--- src/rtl/counter_pkg.sv ---
// Shared definitions for the programmable counter: run-mode encodings,
// one-shot FSM states and a width helper for the prescaler.
package counter_pkg;

   localparam logic [1:0] MODE_WRAP    = 2'b00;
   localparam logic [1:0] MODE_SAT     = 2'b01;
   localparam logic [1:0] MODE_ONESHOT = 2'b10;

   typedef enum logic [1:0] {
      ST_IDLE = 2'd0,
      ST_RUN  = 2'd1,
      ST_DONE = 2'd2
   } os_state_t;

   // Bits needed to hold 0..value-1.
   function automatic int clog2(input int value);
      int res;
      int v;
      res = 0;
      v   = value - 1;
      while (v > 0) begin
         res++;
         v = v >> 1;
      end
      return res;
   endfunction

endpackage

--- src/rtl/mod_prescaler.sv ---
// Divides enabled cycles by PRESCALE and emits a one-cycle step strobe.
// With PRESCALE=1 the counter stays at zero and step simply follows en.
module mod_prescaler
   import counter_pkg::*;
#(
   parameter int PRESCALE = 1
) (
   input  logic clk,
   input  logic rst_n,
   input  logic ena,
   input  logic en,
   input  logic sync_clr,
   output logic step
);

   localparam int PW = (clog2(PRESCALE) < 1) ? 1 : clog2(PRESCALE);
   localparam logic [PW-1:0] LAST = PW'(PRESCALE - 1);

   logic [PW-1:0] cnt;

   // NOTE: sequential state uses non-blocking assignments so every register
   // samples the pre-edge values, regardless of statement order.
   always_ff @(posedge clk) begin
      if (!rst_n) begin
         cnt <= '0;
      end else if (ena) begin
         if (sync_clr || (en && (cnt == LAST))) begin
            cnt <= '0;
         end else if (en) begin
            cnt <= cnt + PW'(1);
         end
      end
   end

   assign step = en && (cnt == LAST);

endmodule

--- src/rtl/mod_counter_nb.sv ---
// Parametrised up/down counter with modulus, prescaler, load, clear and
// wrap / saturate / one-shot run modes; tc is a registered one-cycle pulse.
module mod_counter_nb
   import counter_pkg::*;
#(
   parameter int WIDTH    = 8,
   parameter int MODULUS  = 2 ** WIDTH,
   parameter int PRESCALE = 1
) (
   input  logic             clk,
   input  logic             rst_n,
   input  logic             ena,
   input  logic             en,
   input  logic             up_dn,
   input  logic [1:0]       mode,
   input  logic             start,
   input  logic             load,
   input  logic [WIDTH-1:0] load_val,
   input  logic             clr,
   output logic [WIDTH-1:0] count,
   output logic             tc,
   output logic             at_term,
   output logic             busy
);

   localparam logic [WIDTH:0]   MAX_EXT = (WIDTH + 1)'(MODULUS - 1);
   localparam logic [WIDTH-1:0] MAX     = MAX_EXT[WIDTH-1:0];

   os_state_t        state;
   os_state_t        state_nx;
   logic             step;
   logic             os_start;
   logic             sync_clr;
   logic [WIDTH:0]   cnt_ext;
   logic [WIDTH:0]   term_ext;
   logic [WIDTH:0]   moved;
   logic             moved_hits;
   logic [WIDTH-1:0] load_clamped;
   logic [WIDTH-1:0] count_nx;
   logic             tc_nx;

   assign os_start = start && (mode == MODE_ONESHOT);
   assign sync_clr = clr || load || os_start;

   mod_prescaler #(
      .PRESCALE (PRESCALE)
   ) u_prescaler (
      .clk      (clk),
      .rst_n    (rst_n),
      .ena      (ena),
      .en       (en),
      .sync_clr (sync_clr),
      .step     (step)
   );

   // Arithmetic one bit wider than count so neither the clamp nor the
   // candidate next value can alias back into range.
   always_comb begin
      cnt_ext      = {1'b0, count};
      term_ext     = up_dn ? MAX_EXT : '0;
      moved        = up_dn ? (cnt_ext + 1'b1) : (cnt_ext - 1'b1);
      moved_hits   = (moved == term_ext);
      load_clamped = ({1'b0, load_val} > MAX_EXT) ? MAX : load_val;
   end

   assign at_term = (cnt_ext == term_ext);

   // NOTE: every combinational output gets a default first, so no path
   // leaves a signal unassigned and no latch is inferred.
   always_comb begin
      count_nx = count;
      tc_nx    = 1'b0;
      if (clr) begin
         count_nx = '0;
      end else if (load) begin
         count_nx = load_clamped;
      end else if (os_start) begin
         count_nx = up_dn ? '0 : MAX;
      end else if (step) begin
         case (mode)
            MODE_SAT: begin
               if (!at_term) begin
                  count_nx = moved[WIDTH-1:0];
                  tc_nx    = moved_hits;
               end
            end
            MODE_ONESHOT: begin
               if ((state == ST_RUN) && !at_term) begin
                  count_nx = moved[WIDTH-1:0];
                  tc_nx    = moved_hits;
               end
            end
            default: begin
               if (at_term) begin
                  count_nx = up_dn ? '0 : MAX;
                  tc_nx    = 1'b1;
               end else begin
                  count_nx = moved[WIDTH-1:0];
               end
            end
         endcase
      end
   end

   always_ff @(posedge clk) begin
      if (!rst_n) begin
         count <= '0;
         tc    <= 1'b0;
      end else if (ena) begin
         count <= count_nx;
         tc    <= tc_nx;
      end
   end

   always_ff @(posedge clk) begin
      if (!rst_n) begin
         state <= ST_IDLE;
      end else if (ena) begin
         state <= state_nx;
      end
   end

   // A RUN that is already parked on terminal (e.g. after a load) also
   // retires to DONE so the FSM cannot stall in RUN.
   always_comb begin
      state_nx = state;
      if ((mode != MODE_ONESHOT) || clr) begin
         state_nx = ST_IDLE;
      end else if (load) begin
         state_nx = state;
      end else if (start) begin
         state_nx = ST_RUN;
      end else if ((state == ST_RUN) && step && (at_term || moved_hits)) begin
         state_nx = ST_DONE;
      end
   end

   always_comb begin
      busy = (state == ST_RUN) && (mode == MODE_ONESHOT);
   end

endmodule

--- config.mk ---
export PLATFORM = sky130hd
export DESIGN_NAME = mod_counter_nb
export DESIGN_NICKNAME = d
export VERILOG_FILES = /design/src/rtl/counter_pkg.sv /design/src/rtl/mod_prescaler.sv /design/src/rtl/mod_counter_nb.sv
export SDC_FILE = /design/constraint.sdc
export NUM_CORES = 1
export LEC_CHECK = 0
export CAP_MARGIN = 10
export CORE_MARGIN = 5
export CORE_UTILIZATION = 35
export CTS_CLUSTER_DIAMETER = 50
export DETAILED_ROUTE_END_ITERATION = 16
export GPL_ROUTABILITY_DRIVEN = 0
export MAX_ROUTING_LAYER = met4
export PLACE_DENSITY = 0.65
export SYNTH_ARGS = -nofsm -noshare
export SYNTH_HDL_FRONTEND = slang
export SYNTH_HIERARCHICAL = 1
export SYNTH_SLANG_ARGS = --single-unit
export TNS_END_PERCENT = 20
--- constraint.sdc ---
create_clock -name clk -period 2.6 [get_ports clk]
set_clock_uncertainty 0.15 [all_clocks]
set_input_delay 0.52 -clock clk [delete_from_list [all_inputs] [get_ports clk]]
set_output_delay 0.52 -clock clk [all_outputs]
set_load 0.005 [all_outputs]
==> results of run 1 <==
## layer usage
metal	part of all wire	GRT usage
met1	0.43	0.204
met3	0.037	0.0317
met2	0.51	0.289
met5	0	-
met4	0.018	0.0489
## how the worst min path moves through the flow
| stage | to | slack (ns) | cells past startpoint |
|---|---|---|---|
| 5_1_grt | u_prescaler/cnt | 0.37 | 1 |
| 6_report | u_prescaler/cnt | 0.33 | 1 |
| 3_5_place_dp | u_prescaler/cnt | 0.33 | 1 |
| 4_1_cts | u_prescaler/cnt | 0.34 | 1 |
| 2_1_floorplan | u_prescaler/cnt | 0.30 | 1 |
| 3_3_place_gp | u_prescaler/cnt | 0.32 | 1 |
## cells by family after synthesis
family	count (synthesis)	share of synthesized area
simple gates	60	0.285
compound gates	52	0.332
buf+inv	16	0.0568
flops	12	0.188
fa+ha+maj	10	0.104
xor+xnor	5	0.0343
## per-stage QoR
step / setup slack, ns / total power (uW)
final: -0.113 / 697
after global routing: -0.224 / 741
after CTS: -0.0905 / 691
after detailed placement: -0.842 / 489
after global placement: -0.751 / 481
after floorplan: -0.0817 / 348
## cells in the final DEF, fill, tap and decap left out, types with 4 or more instances in the layout
master	count
a211oi_1	4
a21o_1	4
a21oi_1	5
a22o_1	6
buf_4	52
buf_6	7
clkdlybuf4s50_1	26
dfxtp_1	12
ha_4	5
inv_1	8
nand2_1	8
nand2b_1	7
nor2_1	12
o21ai_0	9
xor2_1	4
## sequential cells by signal, indices dropped and copies added (netlist names)
| signal | flops |
|---|---|
| count | 8 |
| state | 2 |
| u_prescaler/cnt | 1 |
| tc | 1 |
## cell type report
cell class	instances	area, sq um
clock buffer	3	41.3
multi-input combinational	127	1070
fill	309	1400
inverter	10	41.3
tap	48	60.1
sequential	12	240
timing repair buffer	86	744
## timing repair
action | CTS | global route
setup endpoints to repair | 13 | 11
pin swaps | 15 | 10
resized for setup | 29 | 3
endpoints found under the hold margin | 0 | 0
cloned | 0 | 0
setup buffers | 11 | 3
## power by group through the flow
| stage | Sequential [uW] | Combinational (uW) | Clock [uW] |
|---|---|---|---|
| final | 199 | 335 | 164 |
| after global routing | 199 | 363 | 180 |
| after detailed placement | 202 | 287 | 0 |
| after CTS | 199 | 323 | 170 |
| after floorplan | 201 | 147 | 0 |
| after global placement | 201 | 280 | 0 |
==> impl_metrics.ini, run 1 <==
[critical_path]
cp_slowest_cell = a221oi_2
crit_chain = buf_8 > clkinvlp_4 > buf_6 > buf_6 > ha_4 > a211oi_4 > nor2_2 > a221oi_2 > xor2_1 > nor4_2 > or2_1 > o31a_1
rrSetupSlack_ns = 0.12
critical_path.endpoint_type = flop
crit_buf_inv = 4
cpMostUsedCell = buf_6
critPathTopFamily = compound AO/OA/AOI/OAI gates
r2r-end = state[1]
setup.worst_path.start = up_dn
reg2reg_depth = 9
max_stage_delay_ns = 0.31
critical_path_class = primary input to flop
cp_max_fo = 4
cp.arrival_ns = 2.69
reg2reg_from = count[1]
critical_path_required_ns = 2.58
cp_num_cells = 12
startpoint_type = primary input
crit_end = state[1]

[pwr]
swShare = 0.308
p_sw_uw = 215
p_int_uw = 482
clkPwrFrac = 0.235
powerDensity_nw_per_um2 = 317
p_leak_uw = 0.000927
pwr-share-seq = 0.285
peakVddDrop_uv = 220
p_comb_frac = 0.480

[cells_and_area]
antenna_cells_inserted = 0
utilization = 0.611
final_nets = 268
final_cells = 286
final_cell_area_sq_um = 2200
drive_gt1_frac = 0.374
syn2layout_area_growth_pct = 72.4

[yosys]
ys_ff_latch = 12
avgSynthCellArea_sq_um = 8.24
ys_warn_count = 6
syn_nets = 183
synth_area_leaders = dfxtp_1, ha_1, a22o_1
synth_area_sq_um = 1280
ys_types = 54
synth_top_area_share = 0.188
yosysTopAreaCell = dfxtp_1
yosys-top-cells-count = nor2_1, dfxtp_1, ha_1, inv_1, o21ai_0
ys.flop_type = dfxtp_1
ys_seq_area_frac = 0.188
synthCells = 155
async_flop_share = 0
yosysMostFrequentCell = nor2_1
synth_edf_count = 0

[sta]
worstMarginPinSlew_ns = 0.410
tns_ns = -0.784
fmax_ghz = 0.369
layout_min_cycle_time_ns = 2.71
finalSetupViolCount = 11
slew_violations = 0
worst_hold_slack_ns = 0.335
finalWorstSetupSlack_ns = -0.113
rsz0062_at_grt = yes
hold_violations = 0
slew_headroom = 0.724
finalCritPeriodShare = 1.04

[run_status]
outcome = finished with violations
violations = negative setup slack

[cts]
root_buffer = clkbuf_8
clockBufferDepth = 2
cts-htree-levels = 1
clock_sinks = 12
cts_buffers = 3
hold_buffers = 0
clock_latency_ns = 0.24
clk_transition_reported_paths_ns = 0.05
cts_tree = yes

[detailed_routing]
drcViolationCount = 0
drtIter0Drc = 103
vias = 1524
vias_per_cell = 5.33
wire_per_inst_um = 14.6
drt_wl_total_um = 4180
dr.pass1.iters = 4
ant_nets = 0

[grt]
grt_pass1_wl_um = 6820
grtUsageTotal = 0.170
grt_pass1_vias = 1512
grt-ovfl-total = 0
grt_max_degree = 17
antenna_found_initial = 0

[worst_hold_path]
min_from = u_prescaler/cnt
hold_class = flop to flop

[placement]
portBuffers = 28
dpl.hpwl_um = 3160
post-place-cells = 270
dpl_cell_area_sq_um = 1950

[floorplanning]
io-pin-count = 29
dieArea_sq_um = 4960
placementRows = 22
chipWidth_um = 70.4
die_y_um = 70.4
core_area_sq_um = 3610
start_util = 0.354

[flow_run]
maxCapViolations = 0
(Power assumes the default switching activity.)
==> run 2: changes to the inputs <==
Settings changed: MAX_ROUTING_LAYER met4 to unset, PLACE_DENSITY 0.65 to unset.
==> run 2 against run 1 <==
  * The run still ends with negative setup slack left
  * Power is 7.1% higher
  * Highest routed layer unchanged
  * Via count is 1.3% lower
  * Sequential cell count stayed put
  * Critical path depth is 1 lower
  * Worst hold slack better by 0.0026 ns
  * Maximum frequency is 0.56% higher
  * Cell area is 0.17% lower
  * Non-clock buffer count is 3 lower
  * Largest cell class unchanged
  * Largest power group unchanged
==> impl_metrics.ini, run 2 (synthesized netlist as in run 1, its figures left out) <==
[cts]
clockBufferDepth = 2
clk_transition_reported_paths_ns = 0.06
cts_buffers = 3
clock_sinks = 12
clock_latency_ns = 0.25
root_buffer = clkbuf_8
hold_buffers = 0
cts-htree-levels = 1
cts_tree = yes

[critical_path]
cp.arrival_ns = 2.69
critical_path_required_ns = 2.59
crit_chain = buf_8 > clkinvlp_4 > buf_6 > ha_4 > a211oi_4 > nor2_2 > a221oi_2 > xor2_1 > nor4_2 > or2_1 > o31a_1
critical_path.endpoint_type = flop
crit_buf_inv = 3
critPathTopFamily = compound AO/OA/AOI/OAI gates
cp_max_fo = 7
max_stage_delay_ns = 0.30
startpoint_type = primary input
reg2reg_depth = 9
cp_slowest_cell = a221oi_2
critical_path_class = primary input to flop
cp_num_cells = 11

[detailed_routing]
drtIter0Drc = 48
drcViolationCount = 0
drt_wl_total_um = 4300
wire_per_inst_um = 15.1
ant_nets = 0
dr_wl_met3_um = 170
dr.pass1.iters = 4
routed.top_layer = met4
vias = 1504
route.met2.wl_um = 2210
vias_per_cell = 5.30
wl_met1_um = 1890

[floorplanning]
start_util = 0.354
placementRows = 22
io-pin-count = 29
core_area_sq_um = 3610
die_y_um = 70.4
chipWidth_um = 70.4
dieArea_sq_um = 4960

[grt]
grt-ovfl-total = 0
antenna_found_initial = 0
grtUsageTotal = 0.177
grt_pass1_vias = 1556
grt_pass1_wl_um = 7220
grt_max_degree = 10

[pwr]
p_sw_uw = 231
p_comb_frac = 0.450
swShare = 0.310
peakVddDrop_uv = 214
p_leak_uw = 0.000917
powerDensity_nw_per_um2 = 340
clkPwrFrac = 0.285
p_int_uw = 516
pwr-share-seq = 0.265

[cells_and_area]
final_nets = 265
multi_input_area_sq_um = 1080
seqCellArea_sq_um = 240
drive_gt1_frac = 0.360
largest_reg_flops = 8
syn2layout_area_growth_pct = 72.1
layout_common_cells = buf_4, clkdlybuf4s50_1, nor2_1, dfxtp_1
antenna_cells_inserted = 0
layout_commonest_cell = buf_4
fillCellCount = 327
top_register = count
reg.largest.list = count x8, state x2

[run_status]
violations = negative setup slack
outcome = finished with violations

[sta]
slew_violations = 0
hold_violations = 0
worst_hold_slack_ns = 0.338
worstMarginPinSlew_ns = 0.432
finalCritPeriodShare = 1.04
rsz0062_at_grt = yes
layout_min_cycle_time_ns = 2.70
tns_ns = -0.350
finalWorstSetupSlack_ns = -0.0980
finalSetupViolCount = 12
fmax_ghz = 0.371
slew_headroom = 0.709

[placement]
portBuffers = 28
dpl.hpwl_um = 3200

[flow_run]
maxCapViolations = 0

[worst_hold_path]
min_path_cells = 1
hold_class = flop to flop
==> run 2: changes by cell type in the layout (fill, tap and decap cells not counted), moves of 2 or more <==
cell      before  now
a211oi_2       2    0
buf_6          7    3
ha_4           5    7
a211oi_1       4    6
==> run 2: final cells by class <==
| cell class | instances | share of cell area |
|---|---|---|
| Tap cell | 48 | 0.0273 |
| Multi-Input combinational cell | 127 | 0.492 |
| Clock buffer | 4 | 0.0250 |
| Sequential cell | 12 | 0.109 |
| Inverter | 10 | 0.0188 |
| Timing Repair Buffer | 83 | 0.328 |
==> run 2: per-stage QoR <==
stage               power (uW)  cell area [sq um]  std cells   util  setup WS [ns]
floorplan                  348               1310        155      -        -0.0817
CTS                        741               2180        284  0.604        -0.0509
global placement           489               1980        273  0.550         -0.755
global route               786               2200        284  0.610         -0.211
finish                     747               2200        284  0.610        -0.0980
detailed placement         496               1980        273  0.550         -0.890
==> run 2: path summary, 6_finish.rpt <==
path / start / end / slack [ns]
min: u_prescaler/cnt / u_prescaler/cnt / 0.34
min reg2reg: u_prescaler/cnt / u_prescaler/cnt / 0.34
max: up_dn / state[1] / -0.1
max reg2reg: count[6] / state[1] / 0.14
==> run 2: timing repair <==
item / CTS / global route
gates resized for setup: 25 / 3
cloned: 0 / 0
endpoints found under the hold margin: 0 / 0
buffers inserted: 7 / 0
pin swaps: 11 / 1
setup endpoints to repair: 13 / 13
==> run 2: routing by layer <==
metal / vias up / GRT usage
li1: 746 / -
met1: 715 / 0.218
met2: 39 / 0.312
met3: 4 / 0.0374
met4: 0 / 0.0404
met5: - / 0
==> run 2: power groups by stage <==
stage | sequential, uW | combinational [uW] | clock [uW]
global placement | 201 | 288 | 0
global route | 199 | 362 | 225
detailed placement | 201 | 295 | 0
CTS | 198 | 327 | 216
finish | 198 | 336 | 213
floorplan | 201 | 147 | 0
==> run 3: changes to the inputs <==
Settings changed: GPL_ROUTABILITY_DRIVEN 0 to unset.
==> results of run 3 <==
The final DEF is identical to that of run 2; final timing and power are the same.
